### src/rtl/ram_reader.sv
// Read-back stage for the 64-bit block RAM: issues one read per word, waits out the
// RAM latency, then streams the four 16-bit lanes (lowest first) over valid/ready.
module ram_reader #(
    parameter int ADDR_W     = 14,
    parameter int DATA_W     = 64,
    parameter int WORD_W     = 16,
    parameter int RD_LATENCY = 2
) (
    input  logic              i_clk,
    input  logic              i_rst,
    input  logic              i_start,
    input  logic [ADDR_W-1:0] i_base_addr,
    input  logic [ADDR_W:0]   i_num_words,
    output logic [ADDR_W-1:0] o_rd_address,
    output logic              o_rd_en,
    input  logic [DATA_W-1:0] i_rd_data,
    output logic [WORD_W-1:0] o_data,
    output logic              o_valid,
    input  logic              i_ready,
    output logic              o_busy,
    output logic              o_done
);

    typedef enum logic [2:0] {IDLE, ISSUE, WAIT, SHIFT, DONE} state_t;

    localparam logic [2:0]    WAIT_LAST = 3'(RD_LATENCY - 1);
    localparam logic [ADDR_W:0] ONE     = {{ADDR_W{1'b0}}, 1'b1};

    state_t              state;
    state_t              state_nxt;
    logic [ADDR_W-1:0]   rd_address;
    logic [ADDR_W:0]     remaining;
    logic [2:0]          wait_cnt;
    logic [1:0]          lane;
    logic [DATA_W-1:0]   shreg;
    logic                accept;
    logic                last_lane;
    logic                wait_hit;

    assign accept    = (state == SHIFT) && i_ready;
    assign last_lane = accept && (lane == 2'd3);
    assign wait_hit  = (state == WAIT) && (wait_cnt == WAIT_LAST);

    always_comb begin
        state_nxt = state;
        case (state)
            IDLE: begin
                if (i_start) begin
                    state_nxt = (i_num_words == '0) ? DONE : ISSUE;
                end
            end
            ISSUE: state_nxt = WAIT;
            WAIT: begin
                if (wait_hit) begin
                    state_nxt = SHIFT;
                end
            end
            SHIFT: begin
                if (last_lane) begin
                    state_nxt = (remaining == ONE) ? DONE : ISSUE;
                end
            end
            DONE:    state_nxt = IDLE;
            default: state_nxt = IDLE;
        endcase
    end

    // The read address only moves on the way into ISSUE, so it holds between reads
    always_ff @(posedge i_clk) begin
        if (i_rst) begin
            state      <= IDLE;
            rd_address <= '0;
            remaining  <= '0;
            wait_cnt   <= '0;
            lane       <= '0;
            shreg      <= '0;
        end else begin
            state <= state_nxt;
            case (state)
                IDLE: begin
                    if (i_start && (i_num_words != '0)) begin
                        rd_address <= i_base_addr;
                        remaining  <= i_num_words;
                    end
                end
                ISSUE: wait_cnt <= '0;
                WAIT: begin
                    if (wait_hit) begin
                        shreg <= i_rd_data;
                        lane  <= '0;
                    end else begin
                        wait_cnt <= wait_cnt + 3'd1;
                    end
                end
                SHIFT: begin
                    if (accept) begin
                        lane <= lane + 2'd1;
                        if (lane == 2'd3) begin
                            remaining <= remaining - ONE;
                            if (remaining != ONE) begin
                                rd_address <= rd_address + 1'b1;
                            end
                        end
                    end
                end
                default: ;
            endcase
        end
    end

    always_comb begin
        o_data = shreg[WORD_W-1:0];
        case (lane)
            2'd0:    o_data = shreg[0*WORD_W +: WORD_W];
            2'd1:    o_data = shreg[1*WORD_W +: WORD_W];
            2'd2:    o_data = shreg[2*WORD_W +: WORD_W];
            default: o_data = shreg[3*WORD_W +: WORD_W];
        endcase
    end

    assign o_rd_address = rd_address;
    assign o_rd_en      = (state == ISSUE);
    assign o_valid      = (state == SHIFT);
    assign o_busy       = (state != IDLE);
    assign o_done       = (state == DONE);

endmodule

### config.mk
export PLATFORM = sky130hd
export DESIGN_NAME = ram_reader
export DESIGN_NICKNAME = d
export VERILOG_FILES = /design/src/rtl/ram_reader.sv
export SDC_FILE = /design/constraint.sdc
export NUM_CORES = 1
export LEC_CHECK = 0
export ABC_AREA = 1
export CAP_MARGIN = 20
export CELL_PAD_IN_SITES_DETAIL_PLACEMENT = 2
export CELL_PAD_IN_SITES_GLOBAL_PLACEMENT = 2
export CORE_MARGIN = 2
export CORE_UTILIZATION = 26
export DETAILED_ROUTE_END_ITERATION = 10
export PLACE_DENSITY = 0.87
export SYNTH_ARGS = -nofsm -noshare
export SYNTH_HDL_FRONTEND = slang
export SYNTH_SLANG_ARGS = --single-unit
### constraint.sdc
create_clock -name i_clk -period 2.1 [get_ports i_clk]
set_input_delay 0.42 -clock i_clk [delete_from_list [all_inputs] [get_ports i_clk]]
set_output_delay 0.42 -clock i_clk [all_outputs]
set_load 0.01 [all_outputs]
==> PnR_summary.wiki, run 1 <==
{| class="wikitable"
! Metric !! Value
|-
| Run status || finished, violations left
|-
| Violated checks || negative setup slack
|-
| Slew of the pin with the lowest slew margin || 0.573 ns
|-
| Clock power frac || 0.233
|-
| Power per unit of standard cell area || approximately 990 nW/µm²
|-
| Setup repair after global routing missed its margin || yes
|-
| Total wire length || around 21000 µm
|-
| Post-route total power || 7.02 mW
|-
| DRT antenna net count || 0
|-
| Worst Hold End || remaining[11]
|-
| Maximum fanout along the worst path || 16
|-
| Cell type group with the largest total delay on the critical path || compound AO/OA/AOI/OAI gates
|-
| Largest cells by area after synthesis || sky130_fd_sc_hd__dfxtp_1, sky130_fd_sc_hd__nor2_1, sky130_fd_sc_hd__nand2_1
|-
| Via count of the first global-routing pass || 6094
|-
| Worst setup EP type || output pin
|-
| DR vias || about 5700
|-
| Post-layout net count || 1000
|-
| Worst Hold Path Cells || 2
|-
| Smallest setup slack after layout || -0.0312 ns
|-
| Die area || 20800 µm²
|-
| Floorplan die height || about 140 µm
|-
| Syn Inst Count || slightly below 800
|-
| R2R Path End || o_rd_address[8]
|-
| TritonCTS clock tree || yes
|-
| Sw Share || 0.397
|-
| Drt pass-1 iters || 4
|-
| Kind of critical path || reg -> out
|-
| Clock transition at the registers of the reported paths || approximately 0.070 ns
|-
| Antenna diode count || 0
|-
| Critical path launch point type || flip-flop
|-
| Horizontal extent of the die || around 140 µm
|-
| Reg-to-reg startpoint || lane[0]
|-
| Flop pwr share || 0.372
|-
| Hold Crit Start || remaining[11]
|-
| Total negative slack for setup checks || -0.0392 ns
|-
| Worst EP arrival || 1.71 ns
|-
| Cell count of the worst reg-to-reg path || 12
|-
| Slowest stage cell on the critical path || sky130_fd_sc_hd__dfxtp_2
|-
| Buffer type at the clock tree root || sky130_fd_sc_hd__clkbuf_16
|-
| Starting density of the core || 0.264
|-
| Share of final-layout standard cells stronger than drive strength 1 || 0.0947
|-
| Via/cell ratio || 4.91
|-
| Portion of total power attributed to combinational logic || 0.395
|-
| Number of placement rows || between 50 and 60
|-
| Clock network latency to the later pin of the worst-skew pair || 0.36 ns
|-
| Slowest stage delay, CP || around 0.36 ns
|-
| Peak supply drop || 0.415 mV
|-
| Maximum buffer depth of the clock tree || 2
|-
| Share of Yosys cell area claimed by the top area cell type || 0.396
|-
| Number of primary I/O pins || between 100 and 150
|-
| Max Cap Violations || 0
|-
| Clk sink count || approximately 100
|-
| Slew HR || 0.617
|-
| Minimum period implied by the final worst setup slack || between 2 and 2.5 ns
|-
| Final Slew Violations || 0
|-
| Sequential-to-total area share from yosys stat || 0.396
|-
| First-pass GRT wire length || ~33000 µm
|-
| Final setup skew || between 0.01 and 0.015 ns
|-
| Cell type contributing the most total cell area after synthesis || sky130_fd_sc_hd__dfxtp_1
|-
| Highest achievable clock rate || around 0.47 GHz
|-
| Number of endpoints failing setup at the final stage || 2
|-
| Critical Path Stages || 7
|-
| Chain of cells forming the critical path || inv_2 > ha_4 > buf_12 > a22o_1 > a21oi_2 > o21ai_1 > buf_2
|-
| Avg WL per Cell || around 18 µm
|-
| WP data required || about 1.7 ns
|-
| Antenna violations before repair || 0
|-
| Number of register bits inferred by synthesis || 101
|-
| Area growth, synth to finish || 39.3%
|-
| Hold_buf cts || 0
|-
| Period utilisation layout || 1.01
|-
| HP Class || reg -> reg
|-
| Gp weighted congestion || roughly 0.86
|-
| Leakage power total || ~3.0 nW
|-
| DR iter-0 viols || ~290
|-
| Count of synthesis-stage warnings from yosys || 0
|-
| Synthesized netlist net count || about 900
|-
| Remaining Overflow, GRT || 0
|-
| Internal Power || 4.23 mW
|-
| Netlist cell types || 34
|-
| Number of fillers in the final layout || around 2300
|-
| All-layer global routing usage || 0.206
|-
| Critical path buffer and inverter count || 3
|-
| Post-Synthesis Cell Area || roughly 5100 µm²
|-
| Final hold viol count || 0
|-
| Maximum number of pins on one net before global-route repair || 38
|-
| I/O Buffers || between 100 and 150
|-
| H-tree depth || 3
|-
| Number of CTS-inserted buffers || 9
|-
| Final routed DRC violation total || 0
|-
| Post-synthesis area per instance || 6.59 µm²
|-
| Core ar. || 19300 µm²
|-
| Switching component of the power || 2.78 mW
|-
| FF-to-FF setup slack || around 0.18 ns
|-
| Post-DP HPWL || ~15000 µm
|}
layout make-up:
| type | instances | area [µm²] | share of cell area |
|---|---|---|---|
| Clock inverter | 3 | 21.3 | 0.00299 |
| Timing Repair Buffer | 152 | 1510 | 0.213 |
| Inverter | 43 | 161 | 0.0227 |
| Clock buffer | 12 | 256 | 0.0361 |
| Sequential cell | 101 | 2030 | 0.286 |
| Tap cell | 265 | 332 | 0.0467 |
| Multi-Input combinational cell | 587 | 2790 | 0.393 |
worst reg2reg max path, stage by stage, from the launching register on:
cell and delay (ns):
sky130_fd_sc_hd__dfxtp_2 0.36, sky130_fd_sc_hd__buf_6 0.12, sky130_fd_sc_hd__ha_2 0.27, sky130_fd_sc_hd__buf_4 0.14, sky130_fd_sc_hd__nand2_1 0.04, sky130_fd_sc_hd__nand2_1 0.10
sky130_fd_sc_hd__nand2_2 0.08, sky130_fd_sc_hd__nor2_4 0.14, sky130_fd_sc_hd__inv_2 0.08, sky130_fd_sc_hd__nor2_8 0.26, sky130_fd_sc_hd__nand2_1 0.09, sky130_fd_sc_hd__nand2_1 0.08
sky130_fd_sc_hd__nor2_1 0.05
metal layers:
layer | wire (µm) | GRT usage
met1 | 8940 | 0.244
met2 | 10500 | 0.366
met3 | 1070 | 0.0437
met4 | 582 | 0.0733
met5 | 0 | 0
stage by stage:
stage                     area (µm²)  worst slack, ns  cells  hold slack, ns  utilization
after CTS                       7060         -0.00462   1162           0.485        0.365
final                           7100          -0.0312   1163           0.484        0.367
after global placement          6810          -0.0375   1146           0.465        0.352
after global routing            7100          -0.0678   1163           0.520        0.367
after floorplan                 5100            0.165    774           0.450            -
after detailed placement        6810           -0.193   1146           0.475        0.352
registers in the layout, summed over array words and instances, names as in the netlist:
name and flops:
lane 2, o_rd_address 14, remaining 15, shreg 64, state 3, wait_cnt 3
worst max-delay path by stage:
stage	end	start	slack [ns]
2_1_floorplan	o_data[0]	lane[0]	0.17
3_3_place_gp	o_data[13]	lane[1]	-0.04
3_5_place_dp	o_data[0]	lane[1]	-0.19
4_1_cts	o_data[13]	lane[0]	-0.005
5_1_grt	o_data[11]	lane[0]	-0.07
6_report	o_data[0]	lane[0]	-0.03
cells in the final DEF (no fill, tap or decap), types with 2 or more instances in the layout:
cell                              netlist  final
sky130_fd_sc_hd__a31oi_1                2      2
sky130_fd_sc_hd__clkdlybuf4s50_1        0    113
sky130_fd_sc_hd__inv_1                 39     36
sky130_fd_sc_hd__a21oi_1               55     48
sky130_fd_sc_hd__nor2_1               182    182
sky130_fd_sc_hd__nor3_1                 4      4
sky130_fd_sc_hd__nor2_4                 1      2
sky130_fd_sc_hd__clkbuf_16              0     10
sky130_fd_sc_hd__nand3b_1               3      3
sky130_fd_sc_hd__a22o_1                16     16
sky130_fd_sc_hd__nand3_1               30     30
sky130_fd_sc_hd__o21ai_0              106     99
sky130_fd_sc_hd__nand2_1              150    150
sky130_fd_sc_hd__o31ai_1                2      2
sky130_fd_sc_hd__nand2_2                3      3
sky130_fd_sc_hd__nand4_1                6      6
sky130_fd_sc_hd__buf_4                  2     12
sky130_fd_sc_hd__a21oi_2                0      7
sky130_fd_sc_hd__nor2_2                 3      2
sky130_fd_sc_hd__o21ai_1                5     11
sky130_fd_sc_hd__clkbuf_8               0      2
sky130_fd_sc_hd__buf_12                 0      8
sky130_fd_sc_hd__ha_1                   9      6
sky130_fd_sc_hd__inv_2                  4      7
sky130_fd_sc_hd__ha_4                   0      2
sky130_fd_sc_hd__dfxtp_1              101     97
sky130_fd_sc_hd__dfxtp_2                0      3
sky130_fd_sc_hd__buf_2                 13     16
cells in the mapped netlist:
master	count
sky130_fd_sc_hd__inv_2	4
sky130_fd_sc_hd__nand3_1	30
sky130_fd_sc_hd__o31ai_1	2
sky130_fd_sc_hd__nand3b_1	3
sky130_fd_sc_hd__nand2_4	1
sky130_fd_sc_hd__or2_0	1
sky130_fd_sc_hd__nand4_1	6
sky130_fd_sc_hd__inv_1	39
sky130_fd_sc_hd__nor2_2	3
sky130_fd_sc_hd__dfxtp_1	101
sky130_fd_sc_hd__o21ai_0	106
sky130_fd_sc_hd__nor3_2	1
sky130_fd_sc_hd__nor3b_1	1
sky130_fd_sc_hd__a21oi_1	55
sky130_fd_sc_hd__o22ai_1	1
sky130_fd_sc_hd__a31oi_1	2
sky130_fd_sc_hd__o21bai_1	1
sky130_fd_sc_hd__or2_2	1
sky130_fd_sc_hd__ha_1	9
sky130_fd_sc_hd__buf_2	13
sky130_fd_sc_hd__buf_4	2
sky130_fd_sc_hd__nor2_4	1
sky130_fd_sc_hd__nor2_1	182
sky130_fd_sc_hd__and3_1	1
sky130_fd_sc_hd__o21a_1	1
sky130_fd_sc_hd__nand2_1	150
sky130_fd_sc_hd__nand2_2	3
sky130_fd_sc_hd__a22o_1	16
sky130_fd_sc_hd__buf_1	1
sky130_fd_sc_hd__clkbuf_1	26
sky130_fd_sc_hd__nor3_1	4
sky130_fd_sc_hd__o21ai_1	5
sky130_fd_sc_hd__buf_6	1
sky130_fd_sc_hd__nor2_8	1
what timing repair did:
action                     in CTS  in global routing
cloned                          0                  1
pin swaps                       5                  0
resized for setup              87                  8
setup endpoints to repair      18                 18
setup buffers                   2                  0
cells by family (layout without fill, tap and decap cells):
family / after synthesis / count (layout) / share of synthesized area
AOI/OAI and AO/OA: 189 / 189 / 0.200
and+or+nand+nor: 389 / 389 / 0.312
DFF: 101 / 101 / 0.396
buffers and inverters: 86 / 210 / 0.0694
adders and majority gates: 9 / 9 / 0.0221
power by group through the flow:
| stage | sequential (mW) | clock (mW) | combinational (mW) |
|---|---|---|---|
| floorplan | 2.58 | 0 | 1.62 |
| global placement | 2.64 | 0 | 2.67 |
| detailed placement | 2.65 | 0 | 2.79 |
| CTS | 2.61 | 1.69 | 2.82 |
| global route | 2.67 | 1.76 | 3.14 |
| finish | 2.61 | 1.64 | 2.77 |
Power figures use the tool's default switching activity.
==> run 2, diff against run 1 <==
--- a/config.mk
+++ b/config.mk
@@ -11,7 +11,9 @@
 export CELL_PAD_IN_SITES_GLOBAL_PLACEMENT = 2
 export CORE_MARGIN = 2
 export CORE_UTILIZATION = 26
+export CTS_CLUSTER_SIZE = 28
 export DETAILED_ROUTE_END_ITERATION = 10
+export MAX_ROUTING_LAYER = met4
 export PLACE_DENSITY = 0.87
 export SYNTH_ARGS = -nofsm -noshare
 export SYNTH_HDL_FRONTEND = slang
==> PnR_summary.wiki, run 2 (synthesis gave the netlist of run 1 again) <==
{| class="wikitable"
! Metric !! Value
|-
| Most common library cell in the layout ignoring fill and taps || sky130_fd_sc_hd__nor2_1
|-
| All-layer global routing usage || 0.212
|-
| Smallest setup slack after layout || -0.0178 ns
|-
| Maximum buffer depth of the clock tree || 2
|-
| Critical path launch point type || flip-flop
|-
| Top reg by flops || shreg
|-
| DRT antenna net count || 0
|-
| HP Class || reg -> reg
|-
| Slowest stage delay, CP || 0.34 ns
|-
| Violated checks || negative setup slack
|-
| Most used routing layer || met2
|-
| First-pass GRT wire length || about 33000 µm
|-
| Slew HR || 0.622
|-
| Floorplan die height || between 100 and 150 µm
|-
| Post-layout net count || 1000
|-
| Remaining Overflow, GRT || 0
|-
| Total negative slack for setup checks || -0.0208 ns
|-
| Via/cell ratio || slightly below 5
|-
| Worst EP arrival || around 1.7 ns
|-
| Area used by sequential logic in the layout || between 2000 and 2500 µm²
|-
| Core ar. || around 19000 µm²
|-
| Global routing met3 resource utilization || 0.0424
|-
| Area of combinational cells with multiple inputs || approximately 2800 µm²
|-
| Area growth, synth to finish || 39.1%
|-
| Maximum fanout along the worst path || 16
|-
| Power per unit of standard cell area || ~990 nW/µm²
|-
| Via count of the first global-routing pass || just over 6000
|-
| Avg WL per Cell || 18.0 µm
|-
| Antenna diode count || 0
|-
| Post-route total power || approximately 7 mW
|-
| Final hold viol count || 0
|-
| Number of flip-flops in the largest register || 64
|-
| Period utilisation layout || 1.01
|-
| Minimum period implied by the final worst setup slack || between 2 and 2.5 ns
|-
| Maximum number of pins on one net before global-route repair || 38
|-
| I/O Buffers || 130
|-
| Slowest stage cell on the critical path || sky130_fd_sc_hd__dfxtp_2
|-
| Routing usage on met1 || 0.246
|-
| Kind of critical path || reg -> out
|-
| Peak supply drop || between 0.4 and 0.5 mV
|-
| Worst Hold Path Cells || 2
|-
| Buffer type at the clock tree root || sky130_fd_sc_hd__clkbuf_16
|-
| Most frequent cells in the layout || sky130_fd_sc_hd__nor2_1, sky130_fd_sc_hd__nand2_1, sky130_fd_sc_hd__clkdlybuf4s50_1
|-
| Final setup skew || 0.0121 ns
|-
| Number of instances in the placed design || about 1100
|-
| Post-DP HPWL || 15500 µm
|-
| Worst setup EP type || output pin
|-
| DR vias || 5700
|-
| Met2 Resource Use GR || 0.365
|-
| Starting density of the core || 0.264
|-
| Fin cells || ~1200
|-
| Cell count of the worst reg-to-reg path || 12
|-
| Number of primary I/O pins || roughly 130
|-
| Antenna violations before repair || 0
|-
| Chain of cells forming the critical path || buf_4 > ha_4 > a22o_1 > a21oi_1 > o21ai_1 > buf_2
|-
| Setup repair after global routing missed its margin || yes
|-
| Horizontal extent of the die || approximately 140 µm
|-
| Clock network latency to the later pin of the worst-skew pair || between 0.3 and 0.4 ns
|-
| Worst Hold End || remaining[11]
|-
| Drt pass-1 iters || 4
|-
| Design area || between 7000 and 8000 µm²
|-
| WP data required || 1.68 ns
|-
| Number of endpoints failing setup at the final stage || 2
|-
| Final Slew Violations || 0
|-
| TritonCTS clock tree || yes
|-
| Max Cap Violations || 0
|-
| Slew of the pin with the lowest slew margin || roughly 0.57 ns
|-
| H-tree depth || 3
|-
| Number of CTS-inserted buffers || 9
|-
| Post-Route Hold Slack || approximately 0.48 ns
|-
| Share of final-layout standard cells stronger than drive strength 1 || 0.0935
|-
| FF-to-FF setup slack || around 0.17 ns
|-
| Clock transition at the registers of the reported paths || ~0.070 ns
|-
| Reg-to-reg startpoint || lane[0]
|-
| R2R Path End || o_rd_address[8]
|-
| Final routed DRC violation total || 0
|-
| Hold Crit Start || remaining[11]
|-
| Number of fillers in the final layout || approximately 2300
|-
| Run status || finished, violations left
|-
| Total wire length || 21000 µm
|-
| DP Area || between 6000 and 7000 µm²
|-
| Highest achievable clock rate || around 0.47 GHz
|-
| Leakage power total || between 3 and 4 nW
|-
| Clk sink count || 101
|-
| DR iter-0 viols || 296
|-
| Number of placement rows || 51
|-
| Gp weighted congestion || slightly below 0.9
|-
| Die area || around 21000 µm²
|}
==> run 2: cell counts in the layout (fill, tap and decap cells not counted) <==
No cell type changed its count.
==> run 2: power breakdown <==
group | internal (mW) | leakage (nW) | switching, mW
Sequential | 2.23 | 0.823 | 0.377
Combinational | 1.13 | 2.05 | 1.64
Clock | 0.865 | 0.135 | 0.769
==> run 2: how the worst max path moves through the flow <==
| stage | slack [ns] | startpoint | cells after the start | to |
|---|---|---|---|---|
| 6_report | -0.02 | lane[0] | 6 | o_data[7] |
| 5_1_grt | -0.08 | lane[0] | 6 | o_data[7] |
| 4_1_cts | -0.005 | lane[0] | 6 | o_data[13] |
| 3_5_place_dp | -0.19 | lane[1] | 7 | o_data[0] |
| 3_3_place_gp | -0.04 | lane[1] | 7 | o_data[13] |
| 2_1_floorplan | 0.17 | lane[0] | 7 | o_data[0] |
==> run 2: per-layer routing <==
layer,part of all wire,up-vias
met1,0.43,2767
met2,0.49,135
met3,0.048,33
met5,0,-
met4,0.030,0
li1,-,2765
==> run 2: cell type report <==
cell class                      count  area share
Multi-Input combinational cell    587       0.393
Clock inverter                      3     0.00300
Timing Repair Buffer              152       0.212
Tap cell                          265      0.0467
Inverter                           43      0.0227
Sequential cell                   101       0.286
Clock buffer                       12      0.0361
==> run 2: stage by stage <==
step | util | setup slack, ns
2_1_floorplan | - | 0.165
3_3_place_gp | 0.352 | -0.0375
3_5_place_dp | 0.352 | -0.193
4_1_cts | 0.365 | -0.00462
5_1_grt | 0.367 | -0.0754
6_report | 0.367 | -0.0178
==> run 2: repair_timing <==
action | 4_1_cts | 5_1_grt
buffers inserted | 2 | 0
pin swaps | 5 | 0
setup endpoints to repair | 18 | 18
endpoints found under the hold margin | 0 | 0
gates cloned | 0 | 1
gates resized for setup | 87 | 6
hold buffers | 0 | 0
==> run 2: critical path, delay by kind of cell, from the launching register on <==
| family | cells | cell delay [ns] |
|---|---|---|
| buffers and inverters | 2 | 0.29 |
| adder cells (fa/ha/maj) | 1 | 0.22 |
| flip-flops | 1 | 0.34 |
| AO/OA/AOI/OAI | 3 | 0.50 |
